`config.mk`:
```
export PLATFORM = sky130hd
export DESIGN_NAME = nucleic_acid_sequencer_flat
export DESIGN_NICKNAME = d
export VERILOG_FILES = /design/src/rtl/nucleic_acid_sequencer_if.sv /design/src/rtl/nucleic_acid_sequencer.sv /design/src/flat_wrapper.sv
export SDC_FILE = /design/constraint.sdc
export NUM_CORES = 1
export LEC_CHECK = 0
export BUFFER_PORTS_ARGS = -buffer_cell sky130_fd_sc_hd__buf_2
export CAP_MARGIN = 20
export CORE_MARGIN = 4
export CORE_UTILIZATION = 35
export CTS_CLUSTER_SIZE = 30
export DETAILED_ROUTE_END_ITERATION = 7
export GPL_TIMING_DRIVEN = 0
export REMOVE_ABC_BUFFERS = 1
export SKIP_CTS_REPAIR_TIMING = 1
export SYNTH_ARGS = -nofsm -noshare
export SYNTH_HDL_FRONTEND = slang
export SYNTH_SLANG_ARGS = --single-unit
```
`constraint.sdc`:
```
create_clock -name clk -period 2.6 [get_ports clk]
set_clock_uncertainty 0.05 [all_clocks]
set_input_delay 0.52 -clock clk [delete_from_list [all_inputs] [get_ports clk]]
set_output_delay 0.52 -clock clk [all_outputs]
set_load 0.02 [all_outputs]
```
`src/rtl/nucleic_acid_sequencer_if.sv`:
```
// Sequencer host/array bundle: start/abort from the host,
// valve, pump and status lines toward the array and host.
interface nucleic_acid_sequencer_if;
  logic       start;
  logic       abort;
  logic       lysis_ctl;
  logic       wash_ctl;
  logic       elute_ctl;
  logic       horiz_ctl;
  logic       dead_end_ctl;
  logic       loop_exit_ctl;
  logic       bead_vtl_ctl;
  logic       waste_ctl;
  logic       collection_ctl;
  logic       vertical_ctl;
  logic       bead_trap_ctl;
  logic       pump1;
  logic       pump2;
  logic       pump3;
  logic       busy;
  logic       done;
  logic [2:0] step;

  modport master (
    output start, abort,
    input  lysis_ctl, wash_ctl, elute_ctl, horiz_ctl,
    input  dead_end_ctl, loop_exit_ctl, bead_vtl_ctl,
    input  waste_ctl, collection_ctl, vertical_ctl,
    input  bead_trap_ctl, pump1, pump2, pump3,
    input  busy, done, step
  );

  modport slave (
    input  start, abort,
    output lysis_ctl, wash_ctl, elute_ctl, horiz_ctl,
    output dead_end_ctl, loop_exit_ctl, bead_vtl_ctl,
    output waste_ctl, collection_ctl, vertical_ctl,
    output bead_trap_ctl, pump1, pump2, pump3,
    output busy, done, step
  );
endinterface

```
`src/rtl/nucleic_acid_sequencer.sv`:
```
// Extraction protocol sequencer (load/mix/trap/wash/elute).
// Ports: clk, rst_n, bus (slave: start/abort in; valves, pumps,
// busy, done, step out). Macro SEQ_ABORT_FLUSH_EN adds FLUSH.
module nucleic_acid_sequencer #(
  parameter int CW           = 16,
  parameter int PUMP_DIV     = 4,
  parameter int LOAD_CYCLES  = 64,
  parameter int MIX_STROKES  = 16,
  parameter int WASH_CYCLES  = 32,
  parameter int NUM_WASH     = 2,
  parameter int ELUTE_CYCLES = 32
) (
  input logic clk,
  input logic rst_n,
  nucleic_acid_sequencer_if.slave bus
);

  localparam longint MIXC = longint'(MIX_STROKES) * 6 * PUMP_DIV;
  localparam longint MAXV = (longint'(1) << CW) - 1;
  localparam int PW = (NUM_WASH > 1) ? $clog2(NUM_WASH) : 1;

  if (PUMP_DIV < 1 || NUM_WASH < 1) begin : g_bad_cfg
    $error("PUMP_DIV and NUM_WASH must be >= 1");
  end
  if (LOAD_CYCLES > MAXV || MIXC > MAXV ||
      WASH_CYCLES > MAXV || ELUTE_CYCLES > MAXV ||
      PUMP_DIV > MAXV) begin : g_bad_dur
    $error("duration exceeds counter width CW");
  end

  localparam logic [CW-1:0] LOAD_M1  = CW'(LOAD_CYCLES - 1);
  localparam logic [CW-1:0] MIX_M1   = CW'(MIXC - 1);
  localparam logic [CW-1:0] WASH_M1  = CW'(WASH_CYCLES - 1);
  localparam logic [CW-1:0] ELUTE_M1 = CW'(ELUTE_CYCLES - 1);
  localparam logic [CW-1:0] DIV_M1   = CW'(PUMP_DIV - 1);
  localparam logic [PW-1:0] LAST     = PW'(NUM_WASH - 1);

  typedef enum logic [2:0] {
    S_IDLE  = 3'd0,
    S_LOAD  = 3'd1,
    S_MIX   = 3'd2,
    S_TRAP  = 3'd3,
    S_WASH  = 3'd4,
    S_ELUTE = 3'd5,
    S_DONE  = 3'd6
`ifdef SEQ_ABORT_FLUSH_EN
    , S_FLUSH = 3'd7
`endif
  } state_t;

`ifdef SEQ_ABORT_FLUSH_EN
  localparam state_t ABORT_TO = S_FLUSH;
`else
  localparam state_t ABORT_TO = S_IDLE;
`endif

  // Bit order: lysis wash elute horiz dead_end loop_exit
  // bead_vtl waste collection vertical bead_trap
  function automatic logic [10:0] valves(state_t s);
    case (s)
      S_LOAD:  valves = 11'b10010000010;
      S_MIX:   valves = 11'b00000000010;
      S_TRAP:  valves = 11'b00000111001;
      S_WASH:  valves = 11'b01000101011;
      S_ELUTE: valves = 11'b00101100111;
`ifdef SEQ_ABORT_FLUSH_EN
      S_FLUSH: valves = 11'b01000111010;
`endif
      default: valves = 11'b0;
    endcase
  endfunction

  function automatic logic [2:0] pat(logic [2:0] p);
    case (p)
      3'd0:    pat = 3'b100;
      3'd1:    pat = 3'b110;
      3'd2:    pat = 3'b010;
      3'd3:    pat = 3'b011;
      3'd4:    pat = 3'b001;
      default: pat = 3'b101;
    endcase
  endfunction

  state_t          state, nxt;
  logic [CW-1:0]   cnt, div, div_n;
  logic [PW-1:0]   pass;
  logic [2:0]      ph, ph_n;
  logic            pass_end, entry, pumped;
  logic [10:0]     vlv_q;
  logic [2:0]      pmp_q, step_q;
  logic            busy_q, done_q;

  always_comb begin
    nxt      = state;
    pass_end = 1'b0;
    case (state)
      S_IDLE:
        if (bus.start && !bus.abort) nxt = S_LOAD;
      S_LOAD:
        if (bus.abort) nxt = ABORT_TO;
        else if (cnt == LOAD_M1) nxt = S_MIX;
      S_MIX:
        if (bus.abort) nxt = ABORT_TO;
        else if (cnt == MIX_M1) nxt = S_TRAP;
      S_TRAP:
        if (bus.abort) nxt = ABORT_TO;
        else if (cnt == LOAD_M1) nxt = S_WASH;
      S_WASH:
        if (bus.abort) nxt = ABORT_TO;
        else if (cnt == WASH_M1) begin
          if (pass == LAST) nxt = S_ELUTE;
          else pass_end = 1'b1;
        end
      S_ELUTE:
        if (bus.abort) nxt = ABORT_TO;
        else if (cnt == ELUTE_M1) nxt = S_DONE;
`ifdef SEQ_ABORT_FLUSH_EN
      S_FLUSH:
        if (cnt == WASH_M1) nxt = S_IDLE;
`endif
      default: nxt = S_IDLE;
    endcase
  end

  // A new WASH pass restarts counter and pump like a state entry
  assign entry  = (nxt != state) || pass_end;
  assign pumped = (nxt != S_IDLE) && (nxt != S_DONE);

  always_comb begin
    div_n = '0;
    ph_n  = 3'd0;
    if (!entry && pumped) begin
      if (div == DIV_M1) begin
        ph_n = (ph == 3'd5) ? 3'd0 : ph + 3'd1;
      end else begin
        div_n = div + CW'(1);
        ph_n  = ph;
      end
    end
  end

  always_ff @(posedge clk or negedge rst_n) begin
    if (!rst_n) begin
      state  <= S_IDLE;
      cnt    <= '0;
      pass   <= '0;
      div    <= '0;
      ph     <= 3'd0;
      vlv_q  <= '0;
      pmp_q  <= 3'b0;
      step_q <= 3'd0;
      busy_q <= 1'b0;
      done_q <= 1'b0;
    end else begin
      state  <= nxt;
      cnt    <= (entry || nxt == S_IDLE) ? '0 : cnt + CW'(1);
      if (nxt != S_WASH) pass <= '0;
      else if (pass_end) pass <= pass + PW'(1);
      div    <= div_n;
      ph     <= ph_n;
      vlv_q  <= valves(nxt);
      pmp_q  <= pumped ? pat(ph_n) : 3'b0;
      step_q <= nxt;
      busy_q <= (nxt != S_IDLE);
      done_q <= (nxt == S_DONE);
    end
  end

  assign {bus.lysis_ctl, bus.wash_ctl, bus.elute_ctl,
          bus.horiz_ctl, bus.dead_end_ctl, bus.loop_exit_ctl,
          bus.bead_vtl_ctl, bus.waste_ctl, bus.collection_ctl,
          bus.vertical_ctl, bus.bead_trap_ctl} = vlv_q;
  assign {bus.pump1, bus.pump2, bus.pump3} = pmp_q;
  assign bus.step = step_q;
  assign bus.busy = busy_q;
  assign bus.done = done_q;

endmodule

```
`src/flat_wrapper.sv`:
```
// flat-port wrapper written by rule: the top's interface ports become plain ports
module nucleic_acid_sequencer_flat 
#(
  parameter int CW           = 16,
  parameter int PUMP_DIV     = 4,
  parameter int LOAD_CYCLES  = 64,
  parameter int MIX_STROKES  = 16,
  parameter int WASH_CYCLES  = 32,
  parameter int NUM_WASH     = 2,
  parameter int ELUTE_CYCLES = 32
)
  (clk, rst_n, bus_start, bus_abort, bus_lysis_ctl, bus_wash_ctl, bus_elute_ctl, bus_horiz_ctl, bus_dead_end_ctl, bus_loop_exit_ctl, bus_bead_vtl_ctl, bus_waste_ctl, bus_collection_ctl, bus_vertical_ctl, bus_bead_trap_ctl, bus_pump1, bus_pump2, bus_pump3, bus_busy, bus_done, bus_step);
  nucleic_acid_sequencer_if bus_i ();
  input logic clk;
  input logic rst_n;
  input wire logic [$bits(bus_i.start)-1:0] bus_start;
  input wire logic [$bits(bus_i.abort)-1:0] bus_abort;
  output wire logic [$bits(bus_i.lysis_ctl)-1:0] bus_lysis_ctl;
  output wire logic [$bits(bus_i.wash_ctl)-1:0] bus_wash_ctl;
  output wire logic [$bits(bus_i.elute_ctl)-1:0] bus_elute_ctl;
  output wire logic [$bits(bus_i.horiz_ctl)-1:0] bus_horiz_ctl;
  output wire logic [$bits(bus_i.dead_end_ctl)-1:0] bus_dead_end_ctl;
  output wire logic [$bits(bus_i.loop_exit_ctl)-1:0] bus_loop_exit_ctl;
  output wire logic [$bits(bus_i.bead_vtl_ctl)-1:0] bus_bead_vtl_ctl;
  output wire logic [$bits(bus_i.waste_ctl)-1:0] bus_waste_ctl;
  output wire logic [$bits(bus_i.collection_ctl)-1:0] bus_collection_ctl;
  output wire logic [$bits(bus_i.vertical_ctl)-1:0] bus_vertical_ctl;
  output wire logic [$bits(bus_i.bead_trap_ctl)-1:0] bus_bead_trap_ctl;
  output wire logic [$bits(bus_i.pump1)-1:0] bus_pump1;
  output wire logic [$bits(bus_i.pump2)-1:0] bus_pump2;
  output wire logic [$bits(bus_i.pump3)-1:0] bus_pump3;
  output wire logic [$bits(bus_i.busy)-1:0] bus_busy;
  output wire logic [$bits(bus_i.done)-1:0] bus_done;
  output wire logic [$bits(bus_i.step)-1:0] bus_step;
  assign bus_i.start = bus_start;
  assign bus_i.abort = bus_abort;
  assign bus_lysis_ctl = bus_i.lysis_ctl;
  assign bus_wash_ctl = bus_i.wash_ctl;
  assign bus_elute_ctl = bus_i.elute_ctl;
  assign bus_horiz_ctl = bus_i.horiz_ctl;
  assign bus_dead_end_ctl = bus_i.dead_end_ctl;
  assign bus_loop_exit_ctl = bus_i.loop_exit_ctl;
  assign bus_bead_vtl_ctl = bus_i.bead_vtl_ctl;
  assign bus_waste_ctl = bus_i.waste_ctl;
  assign bus_collection_ctl = bus_i.collection_ctl;
  assign bus_vertical_ctl = bus_i.vertical_ctl;
  assign bus_bead_trap_ctl = bus_i.bead_trap_ctl;
  assign bus_pump1 = bus_i.pump1;
  assign bus_pump2 = bus_i.pump2;
  assign bus_pump3 = bus_i.pump3;
  assign bus_busy = bus_i.busy;
  assign bus_done = bus_i.done;
  assign bus_step = bus_i.step;
  nucleic_acid_sequencer #(.CW(CW), .PUMP_DIV(PUMP_DIV), .LOAD_CYCLES(LOAD_CYCLES), .MIX_STROKES(MIX_STROKES), .WASH_CYCLES(WASH_CYCLES), .NUM_WASH(NUM_WASH), .ELUTE_CYCLES(ELUTE_CYCLES)) u_core (.clk(clk), .rst_n(rst_n), .bus(bus_i));
endmodule
```
==> impl_results.md, run 1 <==
- Outcome: finished, final reports clean
- Syn_area_per_cell: 9.60 sq um
- FF-to-FF path depth: 9
- Remaining antenna violation count: 0
- Num CTS Buffers: 5
- CTS tree: yes
- Switch share: 0.220
- Reg clk slew, reported paths: 0.09 ns
- CTS root buffer: clkbuf_8
- FMAX: 0.409 GHz
- P&R area growth vs syn: 14.1%
- Reg-to-reg critical path startpoint: u_core.cnt[0]$_DFF_PN0_
- Vias per cell: 5.05
- Tot GR Track Use: 0.123
- Hold Vio Cnt, Final: 0
- CP startpoint kind: flop
- Die Area: between 8000 and 9000 sq um
- Commonest non-fill, non-tap cell in the layout: dfrtp_1
- Antenna Cells: 0
- Via count: 1,951
- IO buf count: 22
- Top FF cell, synth: dfrtp_1
- Clock latency on the worst-skew pair: 0.31 ns
- #FFs+latches synth: 51
- Post-synth EDFFs: 0
- Period minus WS final: 2.44 ns
- Vias in the first global route: 1,922
- Sequential standard cell area: 1280 sq um
- Maximum capacitance violations: 0
- Clk buf depth: 2
- Hold slack: 0.0897 ns
- Grt total ovfl: 0
- Hpwl dp: about 3.3 mm
- Initial Util: 0.358
- Fin. max-slew vios: 0
- Num Clock Sinks: slightly above 50
- LEAKAGE: approximately 1.3 nW
- RR Endpoint: u_core.div[9]$_DFF_PN0_
- Yosys Warn Count: 0
- Placed standard-cell area: roughly 2800 sq um
- CTS H-tree depth: 2
- Seq pwr share: 0.517
- CP Max Fanout: 16
- Layout cell share with drive strength beyond 1: 0.171
- DIE WIDTH: 93.9 microns
- Post-synthesis sequential area ratio: 0.494
- Remaining DRCs: 0
- Ports: 23
- Setup TNS: 0 ns
- Fin nets: 292
- Row count: 31
- Finished layout cell area: 2950 sq um
- Comb power frac: 0.076
- Finished Core Util: 0.409
- Worst Hold Class: in2async
- Pwr Density: ~540 nW/um^2
- Iter 0 DRT Violations: 106
- R2R Setup Slk: 0.16 ns
- Area taken by multi-input logic gates: 1210 sq um
- CP endpoint kind: flop
- Distinct cells, synth: 45
- Setup CP Type: reg2reg
- Die Y: about 94 microns
- Net load switching power: 0.000348 W
- First-pass GRT wire length: 8.74 mm
- Cell Area, Synth: 2580 sq um
- Routability cong.: 0.838
- Antenna violations before repair: 0
- RSZ-0062 raised after global routing: false
- Worst Max-Slew Pin Slew: 0.546 ns
- Slew headroom: 0.633
- Async set or reset register ratio after synthesis: 1.00
- Worst vdd ir: roughly 0.28 mV
- Final setup vio count: 0
- First drt pass iteration count: 4
- Internal: 0.00124 W
- Arr. time, crit path: 2.57 ns
- Clock share of power: 0.407
- Pin count of the biggest net entering global routing: 35
- Final worst path period share: 0.940
- Core ar.: 7210 sq um
- Most frequent cells in the layout: 51 x dfrtp_1, 41 x nor2_1, 23 x nor3_1
- FILL cells: around 730
- Detailed-route wire length per cell: 12.7 microns
- Worst EP required: roughly 2.7 ns
- Syn Inst Count: 269
- Routed WL: 4.92 mm
## synth_stat cells, drive strengths merged (2+ instances only)
cell type / instances / area (sq um)
dfrtp: 51 / 1280
nor4: 7 / 50.1
clkbuf: 5 / 18.8
a31oi: 2 / 12.5
nor3: 24 / 125
inv: 3 / 11.3
buf: 13 / 87.6
a21o: 2 / 15.0
nor2: 41 / 154
nor2b: 5 / 31.3
nand3: 16 / 80.1
ha: 2 / 25.0
xnor2: 13 / 114
and2: 2 / 12.5
nand2: 17 / 63.8
or4: 3 / 22.5
xor2: 16 / 140
and4: 5 / 43.8
a21oi: 7 / 35.0
o221a: 2 / 22.5
nand4: 5 / 31.3
and3: 7 / 43.8
nor3b: 2 / 15.0
o21ai: 4 / 20.0
## worst max path at each step
| stage | start | to | slack, ns | cells past startpoint |
|---|---|---|---|---|
| finish | u_core.cnt[0]$_DFF_PN0_ | u_core.div[9]$_DFF_PN0_ | 0.16 | 9 |
| global route | u_core.cnt[0]$_DFF_PN0_ | u_core.pmp_q[1]$_DFF_PN0_ | 0.02 | 9 |
| CTS | u_core.cnt[0]$_DFF_PN0_ | u_core.div[13]$_DFF_PN0_ | -0.31 | 9 |
| detailed placement | u_core.cnt[0]$_DFF_PN0_ | u_core.div[9]$_DFF_PN0_ | -0.31 | 9 |
| global placement | u_core.cnt[0]$_DFF_PN0_ | u_core.div[5]$_DFF_PN0_ | -0.97 | 7 |
| floorplan | u_core.cnt[0]$_DFF_PN0_ | u_core.pmp_q[2]$_DFF_PN0_ | -0.21 | 7 |
## layout make-up
cell class / instances / area share
Clock inverter: 2 / 0.0204
Multi-Input combinational cell: 197 / 0.410
Inverter: 3 / 0.00382
Tap cell: 99 / 0.0420
Sequential cell: 51 / 0.433
Clock buffer: 6 / 0.0246
Timing Repair Buffer: 28 / 0.0662
## worst max-delay path, cell delays in order (launching register included)
cell and delay [ns]:
dfrtp_1 0.40, ha_2 0.22, and4_4 0.24, and4_2 0.29
mux2_4 0.33, and3b_1 0.23, a22oi_2 0.19, buf_8 0.15
buf_8 0.15, nor3_1 0.07
## routing by layer
layer	wire length, microns	vias to the layer above	track usage
li1	-	962	-
met1	2370	935	0.163
met2	2220	46	0.196
met3	237	8	0.0256
met4	91	0	0.0481
met5	0	-	0
## per-stage QoR
| stage | setup slack (ns) | cells | total power, W |
|---|---|---|---|
| 6_report | 0.156 | 386 | 0.00158 |
| 5_1_grt | 0.0199 | 386 | 0.00165 |
| 4_1_cts | -0.314 | 383 | 0.00160 |
| 3_5_place_dp | -0.314 | 375 | 0.000947 |
| 3_3_place_gp | -0.967 | 372 | 0.000936 |
| 2_1_floorplan | -0.214 | 251 | 0.000890 |
## kinds of logic (layout without fill, tap and decap cells)
| family | count (synthesis) | after routing | synth area share |
|---|---|---|---|
| AND/OR/NAND/NOR | 139 | 139 | 0.275 |
| XOR/XNOR | 29 | 29 | 0.0983 |
| buffers and inverters | 21 | 39 | 0.0455 |
| AO/OA/AOI/OAI | 25 | 25 | 0.0683 |
| adder cells (fa/ha/maj) | 2 | 2 | 0.00968 |
| flip-flops | 51 | 51 | 0.494 |
| multiplexers | 2 | 2 | 0.00968 |
## state kept, by name, indices dropped and copies added (netlist names)
name and cells:
u_core.bus.done 1, u_core.vlv_q 7, u_core.cnt 16, u_core.pass 1, u_core.ph 3, u_core.div 16, u_core.pmp_q 3, u_core.bus.busy 1
u_core.state 3
## power groups by stage
stage	clock, W	sequential, W	combinational, W
CTS	0.000667	0.000819	0.000113
global route	0.000698	0.000822	0.000134
floorplan	0	0.000846	0.0000439
global placement	0	0.000836	0.000100
finish	0.000645	0.000819	0.000120
detailed placement	0	0.000835	0.000113
Power figures use the tool's default switching activity.
==> run 2: changes to the inputs <==
--- a/config.mk
+++ b/config.mk
@@ -5,8 +5,10 @@
 export SDC_FILE = /design/constraint.sdc
 export NUM_CORES = 1
 export LEC_CHECK = 0
+export ABC_AREA = 0
 export BUFFER_PORTS_ARGS = -buffer_cell sky130_fd_sc_hd__buf_2
 export CAP_MARGIN = 20
+export CORE_ASPECT_RATIO = 1.75
 export CORE_MARGIN = 4
 export CORE_UTILIZATION = 35
 export CTS_CLUSTER_SIZE = 30
==> impl_results.md, run 2 (synthesized netlist as in run 1, its figures left out) <==
- P&R area growth vs syn: 15.7%
- Setup CP Type: reg2reg
- Final worst path period share: 0.957
- FMAX: 0.402 GHz
- CTS H-tree depth: 2
- Outcome: finished, final reports clean
- Total Power: 0.00171 W
- FF-to-FF path depth: 9
- RR Endpoint: u_core.div[7]$_DFF_PN0_
- Period minus WS final: 2.49 ns
- CTS root buffer: clkbuf_16
- Worst Hold Class: in2async
- Num CTS Buffers: 5
- Antenna Cells: 0
- Arr. time, crit path: roughly 2.6 ns
- Via count: approximately 2,000
- Tot GR Track Use: 0.128
- First-pass GRT wire length: 9.05 mm
- RSZ-0062 raised after global routing: false
- Pwr Density: 570 nW/um^2
- Initial Util: 0.360
- Worst Max-Slew Pin Slew: 0.577 ns
- IO buf count: 22
- Routability cong.: 0.762
- Slew headroom: 0.612
- Remaining antenna violation count: 0
- CP endpoint kind: flop
- Biggest regs: u_core.cnt: 16 flops, u_core.div: 16 flops, u_core.vlv_q: 7 flops
- Commonest non-fill, non-tap cell in the layout: dfrtp_1
- Row count: slightly above 40
- Final setup vio count: 0
- Ports: 23
- Layout cell share with drive strength beyond 1: 0.178
- Place WS: -0.268 ns
- Pin count of the biggest net entering global routing: 32
- Maximum capacitance violations: 0
- First drt pass iteration count: 4
- Busiest grt layer: met2
- GR Util met2: 0.226
- Remaining DRCs: 0
- CP Max Fanout: 13
- Most frequent cells in the layout: 51 x dfrtp_1, 41 x nor2_1, 23 x nor3_1
- CTS tree: yes
- Vias per cell: approximately 5.4
- Num Clock Sinks: 51
- Final worst slack: 0.113 ns
- R2R Setup Slk: 0.11 ns
- Antenna violations before repair: 0
- Die Y: 122 microns
- DIE WIDTH: 73.0 microns
- Iter 0 DRT Violations: roughly 130
- Met1 global-route usage: 0.143
- Reg clk slew, reported paths: 0.06 ns
- LEAKAGE: 1.33 nW
- Hpwl dp: 3.70 mm
- Clock latency on the worst-skew pair: about 0.29 ns
- Core ar.: 7180 sq um
- Detailed-route wire length per cell: ~15 microns
- Reg-to-reg critical path startpoint: u_core.cnt[0]$_DFF_PN0_
- Clk buf depth: 2
- Fin nets: 292
- Die Area: 8880 sq um
- Hold Vio Cnt, Final: 0
- GR Util met3: 0.0182
- Routed WL: 5.41 mm
- CP startpoint kind: flop
- Worst vdd ir: between 0.2 and 0.25 mV
- Worst EP required: 2.71 ns
- Fin. max-slew vios: 0
- Vias in the first global route: 1,970
- Grt total ovfl: 0
-- run 2: worst max-delay path by stage --
stage	endpoint	depth (start not counted)	slack (ns)	start
6_report	u_core.div[7]$_DFF_PN0_	9	0.11	u_core.cnt[0]$_DFF_PN0_
5_1_grt	u_core.div[7]$_DFF_PN0_	9	0.01	u_core.cnt[0]$_DFF_PN0_
4_1_cts	u_core.div[11]$_DFF_PN0_	9	-0.27	u_core.cnt[0]$_DFF_PN0_
3_5_place_dp	u_core.div[9]$_DFF_PN0_	9	-0.27	u_core.cnt[0]$_DFF_PN0_
3_3_place_gp	u_core.div[5]$_DFF_PN0_	7	-0.91	u_core.cnt[0]$_DFF_PN0_
2_1_floorplan	u_core.pmp_q[2]$_DFF_PN0_	7	-0.21	u_core.cnt[0]$_DFF_PN0_
-- run 2: power breakdown --
group	internal (W)	total (W)	leakage, nW	switching, W
Combinational	0.0000476	0.000121	0.538	0.0000735
Sequential	0.000805	0.000821	0.704	0.0000154
Clock	0.000479	0.000764	0.0868	0.000285
-- run 2: stage by stage --
step                area (sq um)  TNS, ns   util  hold slack, ns  cells
global route                2990        0  0.416           0.166    373
CTS                         2930    -4.45  0.408           0.146    370
floorplan                   2480    -7.06      -           0.174    251
detailed placement          2750    -4.20  0.383           0.441    362
global placement            2700   -32.90  0.375           0.437    359
finish                      2990        0  0.416           0.130    373
-- run 2: final cells by class --
class / count / area [sq um]
flip-flops and latches: 51 / 1280
clock buffers: 6 / 139
fillers: 724 / 4190
well taps: 86 / 108
clock inverters: 2 / 35.0
repair buffers: 28 / 201
multi-input cells: 197 / 1220
inverters: 3 / 11.3
-- run 2: per-layer routing --
metal  wire length (microns)  vias up
li1                        -      968
met1                    2140     1008
met2                    2930       42
met3                     169       12
met4                     171        0
met5                       0        -
-- run 2: worst max-delay path, stage by stage, from the launching register on --
cell and delay (ns):
dfrtp_1 0.40, ha_2 0.22, and4_4 0.24, and4_2 0.28, mux2_4 0.33, and3b_1 0.23, a22oi_2 0.20, clkbuf_16 0.19
buf_6 0.15, nor3_1 0.07
